==> src/rtl/traffic_pkg.sv <==
// rtl/traffic_pkg.sv - shared phase encoding and phase-class helpers for the traffic scheduler
//
// Phase codes mirror the two-road light FSM state encoding. The helpers are
// shared by the scheduler, the light FSM and the testbench so that all of
// them classify phases identically.

package traffic_pkg;

    typedef enum logic [2:0] {
        PH_G2  = 3'b000,   // road2 green
        PH_Y2  = 3'b001,   // road2 yellow
        PH_AR1 = 3'b010,   // all-red, heading to road1
        PH_G1  = 3'b011,   // road1 green
        PH_Y1  = 3'b100,   // road1 yellow
        PH_AR2 = 3'b101    // all-red, heading to road2
    } phase_e;

    function automatic logic is_green(input logic [2:0] ph);
        return (ph == PH_G2) || (ph == PH_G1);
    endfunction

    function automatic logic is_allred(input logic [2:0] ph);
        return (ph == PH_AR1) || (ph == PH_AR2);
    endfunction

endpackage

==> src/rtl/dwell_timer.sv <==
// rtl/dwell_timer.sv - saturating dwell counter with synchronous clear
//
// Ports:
//   clk    in  clock
//   rst_n  in  asynchronous active-low reset (count -> 0)
//   clr_i  in  synchronous clear, takes priority over counting
//   cnt_o  out current count, holds at all-ones instead of wrapping

module dwell_timer #(
    parameter int CNT_W = 8
) (
    input  logic             clk,
    input  logic             rst_n,
    input  logic             clr_i,
    output logic [CNT_W-1:0] cnt_o
);

    logic [CNT_W-1:0] cnt_q;
    logic [CNT_W-1:0] cnt_d;

    always_comb begin
        cnt_d = cnt_q;
        if (clr_i) begin
            cnt_d = '0;
        end else if (cnt_q != {CNT_W{1'b1}}) begin
            cnt_d = cnt_q + 1'b1;
        end
    end

    always_ff @(posedge clk or negedge rst_n) begin
        if (!rst_n) begin
            cnt_q <= '0;
        end else begin
            cnt_q <= cnt_d;
        end
    end

    assign cnt_o = cnt_q;

endmodule

==> src/rtl/traffic_phase_scheduler.sv <==
// rtl/traffic_phase_scheduler.sv - demand-actuated sequencer driving the light FSM advance input
//
// Drives the advance input m of the 6-state two-road light FSM and keeps a
// registered mirror of that FSM's state, advanced with the same transition
// rules, so phase always equals the light state. Enforces min/max green,
// all-red clearance and latched detector demand.
//
// Optional build macro: TRAFFIC_SCHED_PED_EN (pedestrian walk extension of
// the all-red phase). Without it ped_req is ignored and ped_walk is 0.
//
// Ports:
//   clk        in   clock shared with the light FSM
//   rst_n      in   asynchronous active-low reset
//   en         in   1 = scheduling active, 0 = hold green / all-red
//   car_req1   in   road-1 detector
//   car_req2   in   road-2 detector
//   ped_req    in   pedestrian button
//   m          out  advance to light FSM
//   phase      out  mirrored light state
//   dwell_cnt  out  cycles spent in current phase
//   pend1      out  road-1 demand latched
//   pend2      out  road-2 demand latched
//   ped_walk   out  walk indication

module traffic_phase_scheduler
    import traffic_pkg::*;
#(
    parameter int CNT_W       = 8,
    parameter int MIN_GREEN   = 10,
    parameter int MAX_GREEN   = 60,
    parameter int ALLRED_T    = 3,
    parameter int SKIP_ALLRED = 0,
    parameter int PED_T       = 20
) (
    input  logic             clk,
    input  logic             rst_n,
    input  logic             en,
    input  logic             car_req1,
    input  logic             car_req2,
    input  logic             ped_req,
    output logic             m,
    output logic [2:0]       phase,
    output logic [CNT_W-1:0] dwell_cnt,
    output logic             pend1,
    output logic             pend2,
    output logic             ped_walk
);

    // Thresholds are compared against the count of the current cycle, so a
    // phase of N cycles asserts m when the count reaches N-1.
    localparam logic [CNT_W-1:0] MIN_TH = CNT_W'(MIN_GREEN - 1);
    localparam logic [CNT_W-1:0] MAX_TH = CNT_W'(MAX_GREEN - 1);
    localparam logic [CNT_W-1:0] AR_TH  = CNT_W'(ALLRED_T - 1);
    localparam logic [CNT_W-1:0] PED_TH = CNT_W'(ALLRED_T + PED_T - 1);
    localparam logic             SKIP   = (SKIP_ALLRED != 0);

    phase_e           phase_q;
    phase_e           phase_d;
    logic             pend1_q;
    logic             pend1_d;
    logic             pend2_q;
    logic             pend2_d;
    logic             phase_chg;
    logic             m_int;
    logic [CNT_W-1:0] dwell;
    logic [CNT_W-1:0] ar_th;
    logic             yellow_m;

    dwell_timer #(
        .CNT_W (CNT_W)
    ) u_dwell_timer (
        .clk   (clk),
        .rst_n (rst_n),
        .clr_i (phase_chg),
        .cnt_o (dwell)
    );

`ifdef TRAFFIC_SCHED_PED_EN
    logic ped_pend_q;
    logic ped_pend_d;
    // Set on entry to an all-red phase when a walk was pending; selects the
    // extended clearance for the whole of that all-red phase.
    logic ped_ext_q;
    logic ped_ext_d;

    assign ar_th    = ped_ext_q ? PED_TH : AR_TH;
    assign yellow_m = SKIP && !ped_pend_q;

    always_comb begin
        ped_ext_d  = ped_ext_q;
        ped_pend_d = ped_pend_q;
        if (phase_chg) begin
            ped_ext_d = is_allred(phase_d) && ped_pend_q;
            if (ped_ext_q && is_allred(phase_q)) begin
                ped_pend_d = 1'b0;
            end
        end
        // A press in the exit cycle belongs to the next crossing.
        if (ped_req) begin
            ped_pend_d = 1'b1;
        end
    end

    always_ff @(posedge clk or negedge rst_n) begin
        if (!rst_n) begin
            ped_pend_q <= 1'b0;
            ped_ext_q  <= 1'b0;
        end else begin
            ped_pend_q <= ped_pend_d;
            ped_ext_q  <= ped_ext_d;
        end
    end

    assign ped_walk = ped_ext_q && is_allred(phase_q) && (dwell >= AR_TH);
`else
    logic unused_ped;

    assign ar_th      = AR_TH;
    assign yellow_m   = SKIP;
    assign ped_walk   = 1'b0;
    assign unused_ped = ped_req | (|PED_TH);
`endif

    // Advance decode. Depends only on registered state plus en, so detector
    // inputs never reach m combinationally.
    always_comb begin
        m_int = 1'b0;
        case (phase_q)
            PH_G2:          m_int = en && (((dwell >= MIN_TH) && pend1_q) || (dwell >= MAX_TH));
            PH_G1:          m_int = en && (((dwell >= MIN_TH) && pend2_q) || (dwell >= MAX_TH));
            PH_Y2, PH_Y1:   m_int = yellow_m;
            PH_AR1, PH_AR2: m_int = en && (dwell >= ar_th);
            default:        m_int = 1'b0;
        endcase
    end

    // Same transition rules as the light FSM, so the mirror tracks it exactly.
    always_comb begin
        phase_d = PH_G2;
        case (phase_q)
            PH_G2:   phase_d = m_int ? PH_Y2 : PH_G2;
            PH_Y2:   phase_d = m_int ? PH_G1 : PH_AR1;
            PH_AR1:  phase_d = m_int ? PH_G1 : PH_AR1;
            PH_G1:   phase_d = m_int ? PH_Y1 : PH_G1;
            PH_Y1:   phase_d = m_int ? PH_G2 : PH_AR2;
            PH_AR2:  phase_d = m_int ? PH_G2 : PH_AR2;
            default: phase_d = PH_G2;
        endcase
    end

    assign phase_chg = (phase_d != phase_q);

    // A car arriving as its own green starts is served by that green, so the
    // clear beats the set.
    always_comb begin
        pend1_d = pend1_q || car_req1;
        pend2_d = pend2_q || car_req2;
        if (phase_chg && (phase_d == PH_G1)) begin
            pend1_d = 1'b0;
        end
        if (phase_chg && (phase_d == PH_G2)) begin
            pend2_d = 1'b0;
        end
    end

    always_ff @(posedge clk or negedge rst_n) begin
        if (!rst_n) begin
            phase_q <= PH_G2;
            pend1_q <= 1'b0;
            pend2_q <= 1'b0;
        end else begin
            phase_q <= phase_d;
            pend1_q <= pend1_d;
            pend2_q <= pend2_d;
        end
    end

    assign m         = m_int;
    assign phase     = phase_q;
    assign dwell_cnt = dwell;
    assign pend1     = pend1_q;
    assign pend2     = pend2_q;

endmodule

==> config.mk <==
export PLATFORM = sky130hd
export DESIGN_NAME = traffic_phase_scheduler
export DESIGN_NICKNAME = d
export VERILOG_FILES = /design/src/rtl/traffic_pkg.sv /design/src/rtl/dwell_timer.sv /design/src/rtl/traffic_phase_scheduler.sv
export SDC_FILE = /design/constraint.sdc
export NUM_CORES = 1
export LEC_CHECK = 0
export BUFFER_PORTS_ARGS = -buffer_cell sky130_fd_sc_hd__buf_4
export CAP_MARGIN = 30
export CELL_PAD_IN_SITES_DETAIL_PLACEMENT = 1
export CELL_PAD_IN_SITES_GLOBAL_PLACEMENT = 1
export CORE_ASPECT_RATIO = 0.75
export CORE_MARGIN = 4
export CORE_UTILIZATION = 40
export CTS_CLUSTER_SIZE = 30
export DETAILED_ROUTE_END_ITERATION = 10
export HOLD_SLACK_MARGIN = 0.1
export PLACE_DENSITY = 0.77
export SYNTH_ARGS = -nofsm -noshare
export SYNTH_HDL_FRONTEND = slang
export SYNTH_SLANG_ARGS = --single-unit
==> constraint.sdc <==
create_clock -name clk -period 2.8 [get_ports clk]
set_clock_uncertainty 0.1 [all_clocks]
set_input_delay 0.28 -clock clk [delete_from_list [all_inputs] [get_ports clk]]
set_output_delay 0.28 -clock clk [all_outputs]
set_load 0.005 [all_outputs]
==> run summary, run 1 <==
Minimum clock period: 2.58 ns
Post-synth EDFFs: 0
# rows: 13
Pwr Density: 960 mW/mm2
Crit path capture type: primary output
WHS Path Cells: 3
Root Driver: clkbuf_4
HP Start: car_req1
Largest net degree at the start of global routing: 14
Critical path startpoint category: flop
Initial Util: 44.9%
CP max FO: 5
Synth Warn #: 0
CTS HTree Levels: 1
Pre-antenna DRT Iters: 4
RD Place Congestion: 0.786
Max IR drop VDD: 464 uV
Data required, critical path: 2.42 ns
Crit Path Class: reg2out
Total gr overflow: 0
Max-Cap Viols: 0
Ports: 21
Layout area overhead: 22.6%
Synthesized Nets: 97
GRT Resource Usage Total: 16.6%
Multi-input logic area: 464 um2
Area after DPL: 975 um2
First-pass GRT wire length: 3350 um
CTS tree: yes
Total CTS buffers: 3
Synth cell types: 33
Worst-path clk slew: 0.08 ns
Synth top area share: 39.5%
# DRC: 0
Leak: 0.484 nW
Number of port buffers: 18
Via/cell ratio: 5.24
Setup TNS: 0 ns
Fin crit share: 92.0%
Synth area leaders: dfrtp_1 (39%), ha_1 (6.1%), nor2_1 (5.9%)
Fraction of layout cells with a size suffix above 1: 26.9%
Die Span Y: 47.3 um
Resize count post-CTS: 0
R2R Setup Slk: 0.71 ns
Die width: 60.4 um
R2r worst-path depth: 7
RR Endpoint: u_dwell_timer.cnt_o[6]$_DFFE_PN0P_
Avg Cell Area, Syn: 9.48 um2
Iteration-0 DRC Markers: 15
Final instance area: 0.00101 mm2
Post-DP HPWL: 1590 um
Worst hold path type: in2reg
Per-cell routed wire length: 15.6 um
Initial antenna violation count: 0
Post-Route WL: 2030 um
Final net count: 119
Fillers: 229
Hold Crit Endpoint: pend1$_DFF_PN0_
Ys flop type: dfrtp_1
Maximum buffer depth of the clock tree: 2
Clk_lat worst skew: 0.27 ns
Final Max Tran Viols: 0
Ant. Diodes: 0
Status: complete, no violations
Register area: 325 um2
Critical Path AT: 2.20 ns
Worst r2r src: u_dwell_timer.cnt_o[0]$_DFFE_PN0P_
Headroom to the max-slew limit: 56.3%
Final Hold Fails: 0
Vias: 681
Antenna Nets Post-Route: 0
Clock Sink Count: 13
Core box area: 0.00184 mm2
RSZ-0062 raised after global routing: no
Async S/R FF share, synth: 100%
Gate Count Post-Synth: 87
Power, Total: 0.971 mW
Mapped Area: 825 um2
Final number of setup-violating endpoints: 0
Leading area contributor after synthesis: dfrtp_1
#FFs+latches synth: 13
Vias in the first global route: 696
Synth cell count leaders: dfrtp_1 (13), nor2_1 (13), nand2_1 (5)
F_max: 0.388 GHz
Tightest Pin Transition: 0.651 ns
Die Area: 0.00286 mm2
Seq/Total Area, Yosys: 39.5%
## through the flow
| step | setup slack [ns] | std cells | hold slack (ns) | util, % |
|---|---|---|---|---|
| 2_1_floorplan | 0.774 | 87 | -0.116 | - |
| 3_3_place_gp | 0.574 | 125 | 0.0378 | 53.0 |
| 3_5_place_dp | 0.512 | 125 | 0.0392 | 53.0 |
| 4_1_cts | 0.210 | 130 | 0.159 | 55.0 |
| 5_1_grt | 0.0655 | 130 | 0.153 | 55.0 |
| 6_report | 0.223 | 130 | 0.159 | 55.0 |
## placed cells by master (no fill, tap or decap), drive strengths merged
cell,n
a21o,1
o221a,1
o211ai,1
nand2,5
or2,1
nor3,3
o21bai,1
nor3b,1
o21ai,4
mux2i,4
nor2,13
mux2,1
xnor2,3
a221o,1
a211oi,1
a31oi,3
and2,1
nand3b,1
clkbuf,4
or3,1
xor2,1
inv,4
ha,4
buf,19
dlygate4sd3,1
nand3,3
nand2b,4
and3,3
conb,1
nor2b,1
nor4,1
a21oi,2
dfrtp,13
## worst max-delay path, cell delays in order (launching register included)
cell     delay [ns]
dfrtp_1        0.42
inv_1          0.11
ha_1           0.20
nor4_1         0.22
nand2_1        0.11
a221o_1        0.38
and2_4         0.21
nor2b_1        0.13
buf_4          0.14
## worst max path at each step
stage	to	startpoint	slack (ns)	cells past startpoint
final	m	u_dwell_timer.cnt_o[0]$_DFFE_PN0P_	0.22	8
after global routing	m	u_dwell_timer.cnt_o[0]$_DFFE_PN0P_	0.07	8
after CTS	m	u_dwell_timer.cnt_o[0]$_DFFE_PN0P_	0.21	8
after detailed placement	m	u_dwell_timer.cnt_o[0]$_DFFE_PN0P_	0.51	8
after global placement	m	u_dwell_timer.cnt_o[0]$_DFFE_PN0P_	0.57	8
after floorplan	m	phase[2]$_DFF_PN0_	0.77	6
## layer usage
metal / vias to the layer above / routed length, um / part of all wire (%) / global-route usage, %
met2: 16 / 901 / 44 / 26.1
met5: - / 0 / 0 / 0
met3: 2 / 107 / 5.3 / 5.77
li1: 343 / - / - / -
met4: 0 / 12 / 0.59 / 2.60
met1: 320 / 1010 / 50 / 22.7
## what timing repair did
item	4_1_cts	5_1_grt
setup buffers	0	0
hold endpoints to repair	13	0
hold buffers	1	0
## area by class of cell
cell class                      instances  share of cell area (%)
Clock buffer                            4                    2.60
Inverter                                4                    1.49
Multi-Input combinational cell         67                    45.9
Sequential cell                        13                    32.2
Tap cell                               22                    2.72
Timing Repair Buffer                   20                    15.1
## registers in the layout, indices dropped and copies added (netlist names)
| signal | count |
|---|---|
| pend1 | 1 |
| phase | 3 |
| u_dwell_timer.cnt_o | 8 |
| pend2 | 1 |
## power by group
| group | internal (mW) | leakage, nW | switching [mW] | total, mW |
|---|---|---|---|---|
| clock network | 0.0552 | 0.0150 | 0.0605 | 0.116 |
| registers | 0.242 | 0.161 | 0.0818 | 0.324 |
| logic | 0.275 | 0.308 | 0.256 | 0.531 |
| total | 0.572 | 0.484 | 0.399 | 0.971 |
## cell families after synthesis
family / share of synthesized area, %
AND/OR/NAND/NOR: 25.2
multiplexers: 6.68
flip-flops: 39.5
AO/OA/AOI/OAI: 13.7
XOR/XNOR: 4.25
adder cells (fa/ha/maj): 6.07
buffers and inverters: 4.25
other: 0.455
No activity file was read; power rests on OpenSTA's default activity.
==> run 2: changes to the inputs <==
--- a/config.mk
+++ b/config.mk
@@ -12,10 +12,11 @@
 export CORE_ASPECT_RATIO = 0.75
 export CORE_MARGIN = 4
 export CORE_UTILIZATION = 40
+export CTS_BUF_LIST = sky130_fd_sc_hd__clkbuf_8
 export CTS_CLUSTER_SIZE = 30
 export DETAILED_ROUTE_END_ITERATION = 10
 export HOLD_SLACK_MARGIN = 0.1
-export PLACE_DENSITY = 0.77
+export PLACE_DENSITY = 0.92
 export SYNTH_ARGS = -nofsm -noshare
 export SYNTH_HDL_FRONTEND = slang
 export SYNTH_SLANG_ARGS = --single-unit
==> constraint.sdc (replaced) <==
create_clock -name clk -period 3.2 [get_ports clk]
set_clock_uncertainty 0.1 [all_clocks]
set_input_delay 0.32 -clock clk [delete_from_list [all_inputs] [get_ports clk]]
set_output_delay 0.32 -clock clk [all_outputs]
set_load 0.005 [all_outputs]
==> run summary, run 2 (synthesized netlist as in run 1, its figures left out) <==
Die width: 60.4 um
# rows: 13
Setup bufs post-CTS: 0
Critical path startpoint category: flop
Placed insts: 124
Post-DP HPWL: 1510 um
Final number of setup-violating endpoints: 0
Antenna Nets Post-Route: 0
Final Hold Fails: 0
CP max FO: 5
Largest net degree at the start of global routing: 14
Initial Util: 44.9%
# DRC: 0
Final worst setup slack: 0.615 ns
Fraction of layout cells with a size suffix above 1: 26.2%
Hold Crit Endpoint: pend1$_DFF_PN0_
Commonest non-fill, non-tap cell in the layout: buf_4
Total gr overflow: 0
Headroom to the max-slew limit: 57.5%
Max-Cap Viols: 0
RR Endpoint: phase[0]$_DFF_PN0_
CTS tree: yes
Worst slack at placement: 0.866 ns
Worst r2r src: u_dwell_timer.cnt_o[0]$_DFFE_PN0P_
Tightest Pin Transition: 0.633 ns
Commonest cells after routing, fill and taps aside: buf_4 (18), nor2_1 (13), dfrtp_1 (13), inv_1 (5), nand2_1 (5)
Critical Path AT: 2.16 ns
Max IR drop VDD: 435 uV
Pre-antenna DRT Iters: 4
Per-cell routed wire length: 15.3 um
Vias: 695
Iteration-0 DRC Markers: 8
Clock Sink Count: 13
Post-Route WL: 1980 um
Non-Filler Instances: 129
Ports: 21
Die Area: 0.00286 mm2
Crit path capture type: primary output
Largest register FFs: 8
Final net count: 118
Status: complete, no violations
WHS Path Cells: 3
Worst hold path type: in2reg
Clk_lat worst skew: 0.24 ns
Data required, critical path: 2.78 ns
R2r worst-path depth: 7
HP Start: car_req1
Ant. Diodes: 0
Crit Path Class: reg2out
Minimum clock period: 2.58 ns
Number of port buffers: 18
Leak: 0.491 nW
Fin crit share: 80.8%
F_max: 0.387 GHz
Area after DPL: 967 um2
First-pass GRT wire length: 3170 um
Via/cell ratio: 5.39
GRT Resource Usage Total: 15.6%
Initial antenna violation count: 0
RSZ-0062 raised after global routing: no
Final instance area: 0.00102 mm2
RD Place Congestion: 0.808
Layout area overhead: 24.0%
Maximum buffer depth of the clock tree: 2
Core box area: 0.00184 mm2
Die Span Y: 47.3 um
Final Max Tran Viols: 0
Root Driver: clkbuf_8
Setup TNS: 0 ns
Pwr Density: 864 mW/mm2
Vias in the first global route: 686
CTS HTree Levels: 1
R2R Setup Slk: 1.13 ns
Total CTS buffers: 3
Worst-path clk slew: 0.05 ns
[run 2: cell count changes in the layout (fill, tap and decap cells not counted)]
cell	delta
clkbuf_8	+3
buf_4	-1
clkbuf_1	-1
inv_1	+1
clkbuf_4	-3
[run 2: critical path, cell delays in order (launching register included)]
cell     delay (ns)
dfrtp_1        0.42
inv_1          0.14
ha_1           0.18
nor3b_1        0.23
o21ai_0        0.11
a221o_1        0.36
and2_4         0.20
nor2b_1        0.13
buf_4          0.14
[run 2: metal layers]
layer  track usage, %  vias to the layer above  part of all wire (%)
li1                 -                      341                     -
met1             19.3                      335                    47
met2             26.3                       15                    46
met3             4.95                        4                   5.0
met4             5.19                        0                   1.7
met5                0                        -                     0
[run 2: power breakdown]
part | switching [mW] | total (mW) | internal [mW] | leakage [nW]
clock network | 0.0578 | 0.143 | 0.0847 | 0.0269
registers | 0.0898 | 0.302 | 0.212 | 0.161
logic | 0.205 | 0.439 | 0.234 | 0.303
[run 2: what timing repair did]
item	4_1_cts	5_1_grt
hold buffers	1	0
resized for setup	0	0
hold endpoints to repair	13	0
[run 2: stage by stage]
step / hold WS, ns / total power [mW] / utilization, %
final: 0.221 / 0.883 / 55.6
after global routing: 0.229 / 0.949 / 55.6
after CTS: 0.225 / 0.892 / 55.6
after detailed placement: 0.0770 / 0.746 / 52.6
after global placement: 0.0775 / 0.716 / 52.6
after floorplan: -0.0756 / 0.589 / -
[run 2: layout make-up]
class                   instances  area, um2
fillers                       231        816
multi-input cells              67        464
flip-flops and latches         13        325
repair buffers                 19        145
clock buffers                   3       41.3
well taps                      22       27.5
inverters                       4       15.0
clock inverters                 1       3.75
[run 2: worst max-delay path by stage]
stage	cells after the start	endpoint	from
after global placement	6	m	phase[2]$_DFF_PN0_
after floorplan	6	m	phase[2]$_DFF_PN0_
final	8	m	u_dwell_timer.cnt_o[0]$_DFFE_PN0P_
after global routing	8	m	u_dwell_timer.cnt_o[0]$_DFFE_PN0P_
after detailed placement	8	m	u_dwell_timer.cnt_o[0]$_DFFE_PN0P_
after CTS	8	m	u_dwell_timer.cnt_o[0]$_DFFE_PN0P_
